$ cat config.mk
export PLATFORM = sky130hd
export DESIGN_NAME = execute_completion_monitor
export DESIGN_NICKNAME = d
export VERILOG_FILES = /design/src/rtl/execute_completion_monitor.sv
export SDC_FILE = /design/constraint.sdc
export NUM_CORES = 2
export LEC_CHECK = 0
export CAP_MARGIN = 20
export CORE_ASPECT_RATIO = 0.6
export CORE_UTILIZATION = 40
export DETAILED_ROUTE_END_ITERATION = 16
export SYNTH_ARGS = -nofsm -noshare
export SYNTH_HDL_FRONTEND = slang
export SYNTH_SLANG_ARGS = --single-unit
$ cat constraint.sdc
create_clock -name clock -period 9.9 [get_ports clock]
set_input_delay 1.98 -clock clock [delete_from_list [all_inputs] [get_ports clock]]
set_output_delay 1.98 -clock clock [all_outputs]
set_load 0.01 [all_outputs]
$ cat src/rtl/execute_completion_monitor.sv
// Completion checker beside the execute stage: tracks issued tags against per-instruction deadlines.
// Define EXEC_MON_SQUASH_EN to let squash_valid/squash_mask drop mispredicted entries without error.
module execute_completion_monitor #(
    parameter int N        = 3,
    parameter int NUM_CH   = 4,
    parameter int DEPTH    = 16,
    parameter int MAX_LAT  = 8,
    parameter int TAG_W    = 6,
    parameter int BM_W     = 4,
    localparam int DL_W    = $clog2(MAX_LAT + 1),
    localparam int CNT_W   = $clog2(DEPTH + 1)
) (
    input  logic                          clock,
    input  logic                          reset,
    input  logic [NUM_CH-1:0]             issue_valid,
    input  logic [NUM_CH-1:0][TAG_W-1:0]  issue_tag,
    input  logic [NUM_CH-1:0][DL_W-1:0]   issue_deadline,
    input  logic [NUM_CH-1:0][BM_W-1:0]   issue_bmask,
    input  logic [N-1:0]                  cdb_valid,
    input  logic [N-1:0][TAG_W-1:0]       cdb_tag,
    input  logic                          resolve_valid,
    input  logic [BM_W-1:0]               resolve_mask,
    input  logic                          squash_valid,
    input  logic [BM_W-1:0]               squash_mask,
    output logic                          err_timeout,
    output logic                          err_spurious,
    output logic                          err_dup,
    output logic                          err_overflow,
    output logic [2:0]                    first_err_code,
    output logic [TAG_W-1:0]              first_err_tag,
    output logic [CNT_W-1:0]              outstanding_cnt,
    output logic [31:0]                   completed_cnt
);
    localparam int AGE_W = $clog2(MAX_LAT + 2);
    localparam logic [AGE_W-1:0] AGE_SAT = AGE_W'(MAX_LAT + 1);

    logic [DEPTH-1:0]             ent_vld, nxt_vld;
    logic [DEPTH-1:0][TAG_W-1:0]  ent_tag, nxt_tag;
    logic [DEPTH-1:0][AGE_W-1:0]  ent_age, nxt_age;
    logic [DEPTH-1:0][AGE_W-1:0]  ent_dl,  nxt_dl;
    logic [DEPTH-1:0][BM_W-1:0]   ent_bm,  nxt_bm;

    logic [BM_W-1:0]   sq_m, rs_m;
    logic [NUM_CH-1:0] iss_live, iss_hit, iss_dup, iss_tmo, iss_ovf;
    logic [N-1:0]      lane_hit, lane_spur;
    logic [DEPTH-1:0]  ent_hit, ent_sq, ent_tmo, taken;
    logic [2:0]        det_code;
    logic [TAG_W-1:0]  det_tag;
    logic [CNT_W-1:0]  nxt_cnt;
    logic [31:0]       n_match;

`ifdef EXEC_MON_SQUASH_EN
    assign sq_m = squash_valid ? squash_mask : '0;
`else
    logic unused_squash;
    assign unused_squash = ^{squash_valid, squash_mask};
    assign sq_m = '0;
`endif
    assign rs_m = resolve_valid ? resolve_mask : '0;

    always_comb begin
        logic [AGE_W-1:0] age_inc;
        logic             found;
        age_inc  = '0;
        found    = 1'b0;
        iss_live = '0;
        iss_hit  = '0;
        iss_dup  = '0;
        iss_tmo  = '0;
        iss_ovf  = '0;
        lane_hit = '0;
        ent_hit  = '0;
        ent_sq   = '0;
        ent_tmo  = '0;
        taken    = '0;
        nxt_vld  = ent_vld;
        nxt_tag  = ent_tag;
        nxt_age  = ent_age;
        nxt_dl   = ent_dl;
        nxt_bm   = ent_bm;

        for (int c = 0; c < NUM_CH; c++)
            iss_live[c] = issue_valid[c] && ((issue_bmask[c] & sq_m) == '0);

        for (int l = 0; l < N; l++) begin
            if (cdb_valid[l]) begin
                for (int e = 0; e < DEPTH; e++)
                    if (ent_vld[e] && ent_tag[e] == cdb_tag[l]) begin
                        ent_hit[e]  = 1'b1;
                        lane_hit[l] = 1'b1;
                    end
                for (int c = 0; c < NUM_CH; c++)
                    if (iss_live[c] && issue_tag[c] == cdb_tag[l]) begin
                        iss_hit[c]  = 1'b1;
                        lane_hit[l] = 1'b1;
                    end
            end
        end
        lane_spur = cdb_valid & ~lane_hit;

        for (int c = 0; c < NUM_CH; c++) begin
            if (iss_live[c]) begin
                for (int e = 0; e < DEPTH; e++)
                    if (ent_vld[e] && ent_tag[e] == issue_tag[c]) iss_dup[c] = 1'b1;
                for (int k = 0; k < c; k++)
                    if (iss_live[k] && issue_tag[k] == issue_tag[c]) iss_dup[c] = 1'b1;
            end
        end

        // age_inc is the age during this cycle; deadline d allows completion up to d cycles after issue
        for (int e = 0; e < DEPTH; e++) begin
            age_inc    = (ent_age[e] == AGE_SAT) ? AGE_SAT : ent_age[e] + AGE_W'(1);
            ent_sq[e]  = ent_vld[e] && !ent_hit[e] && ((ent_bm[e] & sq_m) != '0);
            ent_tmo[e] = ent_vld[e] && !ent_hit[e] && !ent_sq[e] && (age_inc > ent_dl[e]);
            nxt_vld[e] = ent_vld[e] && !ent_hit[e] && !ent_sq[e] && !ent_tmo[e];
            nxt_age[e] = age_inc;
            nxt_bm[e]  = ent_bm[e] & ~rs_m;
        end

        // Only slots free at the start of the cycle are candidates
        for (int c = 0; c < NUM_CH; c++) begin
            if (iss_live[c] && !iss_dup[c] && !iss_hit[c]) begin
                if (issue_deadline[c] == '0) begin
                    iss_tmo[c] = 1'b1;
                end else begin
                    found = 1'b0;
                    for (int e = 0; e < DEPTH; e++)
                        if (!found && !ent_vld[e] && !taken[e]) begin
                            found      = 1'b1;
                            taken[e]   = 1'b1;
                            nxt_vld[e] = 1'b1;
                            nxt_tag[e] = issue_tag[c];
                            nxt_age[e] = '0;
                            nxt_dl[e]  = AGE_W'(issue_deadline[c]);
                            nxt_bm[e]  = issue_bmask[c] & ~rs_m;
                        end
                    iss_ovf[c] = !found;
                end
            end
        end

        // Scan high code/index first so the lowest code, then lowest index, is written last
        det_code = '0;
        det_tag  = '0;
        for (int c = NUM_CH-1; c >= 0; c--)
            if (iss_ovf[c]) begin det_code = 3'd4; det_tag = issue_tag[c]; end
        for (int c = NUM_CH-1; c >= 0; c--)
            if (iss_dup[c]) begin det_code = 3'd3; det_tag = issue_tag[c]; end
        for (int l = N-1; l >= 0; l--)
            if (lane_spur[l]) begin det_code = 3'd2; det_tag = cdb_tag[l]; end
        for (int c = NUM_CH-1; c >= 0; c--)
            if (iss_tmo[c]) begin det_code = 3'd1; det_tag = issue_tag[c]; end
        for (int e = DEPTH-1; e >= 0; e--)
            if (ent_tmo[e]) begin det_code = 3'd1; det_tag = ent_tag[e]; end

        nxt_cnt = '0;
        for (int e = 0; e < DEPTH; e++) nxt_cnt = nxt_cnt + CNT_W'(nxt_vld[e]);
        n_match = '0;
        for (int l = 0; l < N; l++) n_match = n_match + 32'(lane_hit[l]);
    end

    always_ff @(posedge clock) begin
        if (reset) begin
            ent_vld         <= '0;
            ent_tag         <= '0;
            ent_age         <= '0;
            ent_dl          <= '0;
            ent_bm          <= '0;
            err_timeout     <= 1'b0;
            err_spurious    <= 1'b0;
            err_dup         <= 1'b0;
            err_overflow    <= 1'b0;
            first_err_code  <= '0;
            first_err_tag   <= '0;
            outstanding_cnt <= '0;
            completed_cnt   <= '0;
        end else begin
            ent_vld         <= nxt_vld;
            ent_tag         <= nxt_tag;
            ent_age         <= nxt_age;
            ent_dl          <= nxt_dl;
            ent_bm          <= nxt_bm;
            err_timeout     <= err_timeout | (|iss_tmo) | (|ent_tmo);
            err_spurious    <= err_spurious | (|lane_spur);
            err_dup         <= err_dup | (|iss_dup);
            err_overflow    <= err_overflow | (|iss_ovf);
            if (first_err_code == '0 && det_code != '0) begin
                first_err_code <= det_code;
                first_err_tag  <= det_tag;
            end
            outstanding_cnt <= nxt_cnt;
            completed_cnt   <= completed_cnt + n_match;
        end
    end
endmodule

==> qor.yml <==
place_congestion: 1.10
grt_usage_pct: 38.9
crit_top_cell: "fa_1"
utilization_pct: 47.4
portBuffers: 116
timing.hold.worst.start: "err_spurious"
cts_root_buf: "clkbuf_16"
clockBufferDepth: 3
crit_type: "primary input to flop"
start_util_pct: 40.6
fin_tns_setup_ns: 0
ctsHoldBuffers: 0
die_w_um: 369
rr_startpoint: "ent_tag[80]"
violations: "DRC"
slowest_stage: "fa_1"
firstDrtPassIters: 12
final_cells: 5639
drt_iter0_drc: 5492
clock-sinks: 290
fin_nets: 4728
grt_pass1_vias: 31700
cts.htree.levels: 2
cts-buffers-inserted: 34
synth_nets: 4613
hold-path-cell-count: 2
synth_warnings: 0
num_rows: 80
crit_arrival_ns: 9.95
required_ns: 10.31
syn_to_final_growth_pct: 16.9
vias: 35500
ir_drop_v: 0.000143
grt_max_degree: 70
avgViaCountPerCell: 6.30
hold_path.class: "flop to flop"
ios: 143
syn_avg_cell_area_um2: 7.31
final_cell_mix: "nor2_1, xnor2_1, xor2_1"
end_kind: "flop"
fin_crit_ns: 9.54
min_delay_worst_endpoint: "err_spurious"
final-hold-violation-count: 0
maxSlewHeadroom_pct: 9.50
die_h_um: 222
critPathLaunchType: "primary input"
timing.final.crit_share_pct: 96.4
ys.flop_type: "dfxtp_1"
setup_ws_ns: 0.359
postRouteAntennaNets: 0
overflow: 0
rsz0062_at_grt: "false"
maxSlewViolCount: 0
path_clk_slew_ns: 0.06
finClkSkew_ns: 0.0568
pwr_density_cell_nw_per_um2: 146
cap_violations: 0
synth-seq-cells: 290
drive_gt1_share_pct: 13.4
ff2ff_setup_slack_ns: 1.57
synth_edf_count: 0
cp_max_fo: 6
max_freq_ghz: 0.105
mostFrequentLayoutCell: "nor2_1"
syn-instance-count: 4427
ys_async_sr_fraction_pct: 0
core_um2: 79800
wl_mm: 166
hpwl_mm: 123
insertion_delay_ns: 0.60
die_area_um2: 82100
antenna_found_initial: 11
status: "finished, violations left"
placedCellCount: 5565
slowest_delay_ns: 0.65
cts_resized: 0
tightestPinTransition_ns: 1.35
cts_tree: "done"
reg2reg_depth: 27
synth_area_um2: 32400
postCtsSetupBuffers: 0
cp_top_family: "adder cells"
setup_viol: 0
ys_types: 94
synth-seq-area-share_pct: 17.9
cp_num_buf_inv: 5
wl_per_cell_um: 29.4
num-fill-cells: 8000
drt_drc_violations_left: 4
place_ws_ns: 0.0282
grt_pass1_wl_mm: 234
worstReg2RegEnd: "outstanding_cnt[2]"
p_leak_nw: 14.4
==> cell usage after synthesis (12+ instances only) <==
| library cell | instances | area share, % |
|---|---|---|
| o31a_1 | 16 | 0.43 |
| buf_4 | 15 | 0.35 |
| and2_1 | 20 | 0.39 |
| nand2_1 | 245 | 2.8 |
| nand4_1 | 148 | 2.9 |
| o22a_1 | 15 | 0.41 |
| nor2_1 | 466 | 5.4 |
| o21a_1 | 12 | 0.28 |
| nand2b_1 | 32 | 0.62 |
| nor4_1 | 172 | 3.3 |
| a21oi_1 | 261 | 4.0 |
| o221ai_1 | 21 | 0.57 |
| mux2i_1 | 155 | 4.8 |
| nor3_1 | 113 | 1.7 |
| o31ai_1 | 12 | 0.28 |
| dfxtp_1 | 290 | 18 |
| buf_2 | 153 | 2.4 |
| xnor2_1 | 436 | 12 |
| a22oi_1 | 13 | 0.30 |
| o22ai_1 | 33 | 0.64 |
| ha_1 | 81 | 3.1 |
| clkbuf_1 | 258 | 3.0 |
| or3_1 | 29 | 0.56 |
| a211oi_1 | 192 | 4.5 |
| a221oi_1 | 12 | 0.32 |
| inv_1 | 160 | 1.9 |
| nand3_1 | 71 | 1.1 |
| mux2_2 | 14 | 0.49 |
| a31oi_1 | 16 | 0.31 |
| o21ai_0 | 154 | 2.4 |
| xor2_1 | 415 | 11 |
| a41o_1 | 15 | 0.46 |
| o211ai_1 | 27 | 0.63 |
| buf_1 | 57 | 0.66 |
| fa_1 | 12 | 0.74 |
| nor2b_1 | 77 | 1.5 |
| and3_1 | 15 | 0.29 |
==> per-stage QoR <==
step	total power, mW	hold WS (ns)	cell area [um^2]
final	5.54	0.453	37800
after floorplan	2.97	0.470	32400
after global routing	5.73	0.471	37800
after CTS	5.42	0.461	37800
after detailed placement	4.03	0.447	36600
after global placement	4.02	0.440	36600
==> routing by layer <==
layer  vias up  wire length, um  GRT usage, %  part of all wire (%)
li1      15800                -             -                     -
met3       390            26500          16.0                    16
met1     16800            73100          57.4                    44
met4         8             6120          12.5                   3.7
met5         -               72             0                 0.043
met2      2558            60200          49.5                    36
==> worst max-delay path by stage <==
stage | start | endpoint | slack [ns] | cells after the start
final | cdb_tag[9] | outstanding_cnt[2] | 0.36 | 27
after global routing | cdb_tag[9] | outstanding_cnt[2] | 0.05 | 28
after CTS | cdb_tag[8] | outstanding_cnt[2] | 0.59 | 25
after detailed placement | cdb_tag[8] | outstanding_cnt[2] | 0.03 | 25
after global placement | cdb_tag[8] | outstanding_cnt[4] | 0.09 | 25
after floorplan | cdb_tag[3] | outstanding_cnt[2] | 1.12 | 26
==> state kept, by name (all words and copies together), names as in the netlist, 3 cells and up <==
name and flops:
outstanding_cnt 5, first_err_code 3, ent_dl 64, ent_vld 16
completed_cnt 32, ent_age 64, ent_tag 96, first_err_tag 6
==> where the power goes <==
group / internal (mW) / total (mW) / switching, mW
registers: 1.29 / 1.46 / 0.175
logic: 0.999 / 2.70 / 1.70
clock network: 0.796 / 1.38 / 0.580
total: 3.08 / 5.54 / 2.45
==> worst register-to-register path, cell delays in order, from the launching register on <==
cell      delay, ns
dfxtp_1        0.70
xnor2_1        0.15
nand4_1        0.13
nor4_2         0.04
buf_4          0.19
nor4_2         0.28
buf_4          0.23
nand4_2        0.29
buf_4          0.26
o31ai_4        0.29
buf_4          0.19
nand3_4        0.09
a221oi_1       0.42
nor2_1         0.24
or3_1          0.43
mux2_2         0.28
or4_1          0.50
nand2_1        0.14
a21oi_1        0.11
fa_1           0.61
fa_1           0.65
fa_1           0.47
fa_1           0.49
inv_1          0.04
ha_1           0.22
fa_1           0.47
xnor2_1        0.17
nor2_1         0.05
==> area by class of cell <==
| class | instances | area (um^2) | area share, % |
|---|---|---|---|
| Antenna cell | 6 | 15.0 | 0.0397 |
| Clock buffer | 50 | 1010 | 2.68 |
| Clock inverter | 11 | 148 | 0.390 |
| Inverter | 162 | 608 | 1.61 |
| Multi-Input combinational cell | 3485 | 24000 | 63.5 |
| Sequential cell | 290 | 5810 | 15.3 |
| Tap cell | 1066 | 1330 | 3.53 |
| Timing Repair Buffer | 569 | 4900 | 13.0 |
==> logic make-up (layout without fill, tap and decap cells) <==
logic type	Yosys count	in the layout	share of synthesized area, %
other	0	6	0
buffers and inverters	652	792	8.47
muxes	169	169	5.28
adders and majority gates	99	99	4.06
AOI/OAI and AO/OA	917	917	19.0
and+or+nand+nor	1449	1449	22.2
xor gates and xnor gates	851	851	23.0
DFF	290	290	17.9
No activity file was read; power rests on OpenSTA's default activity.
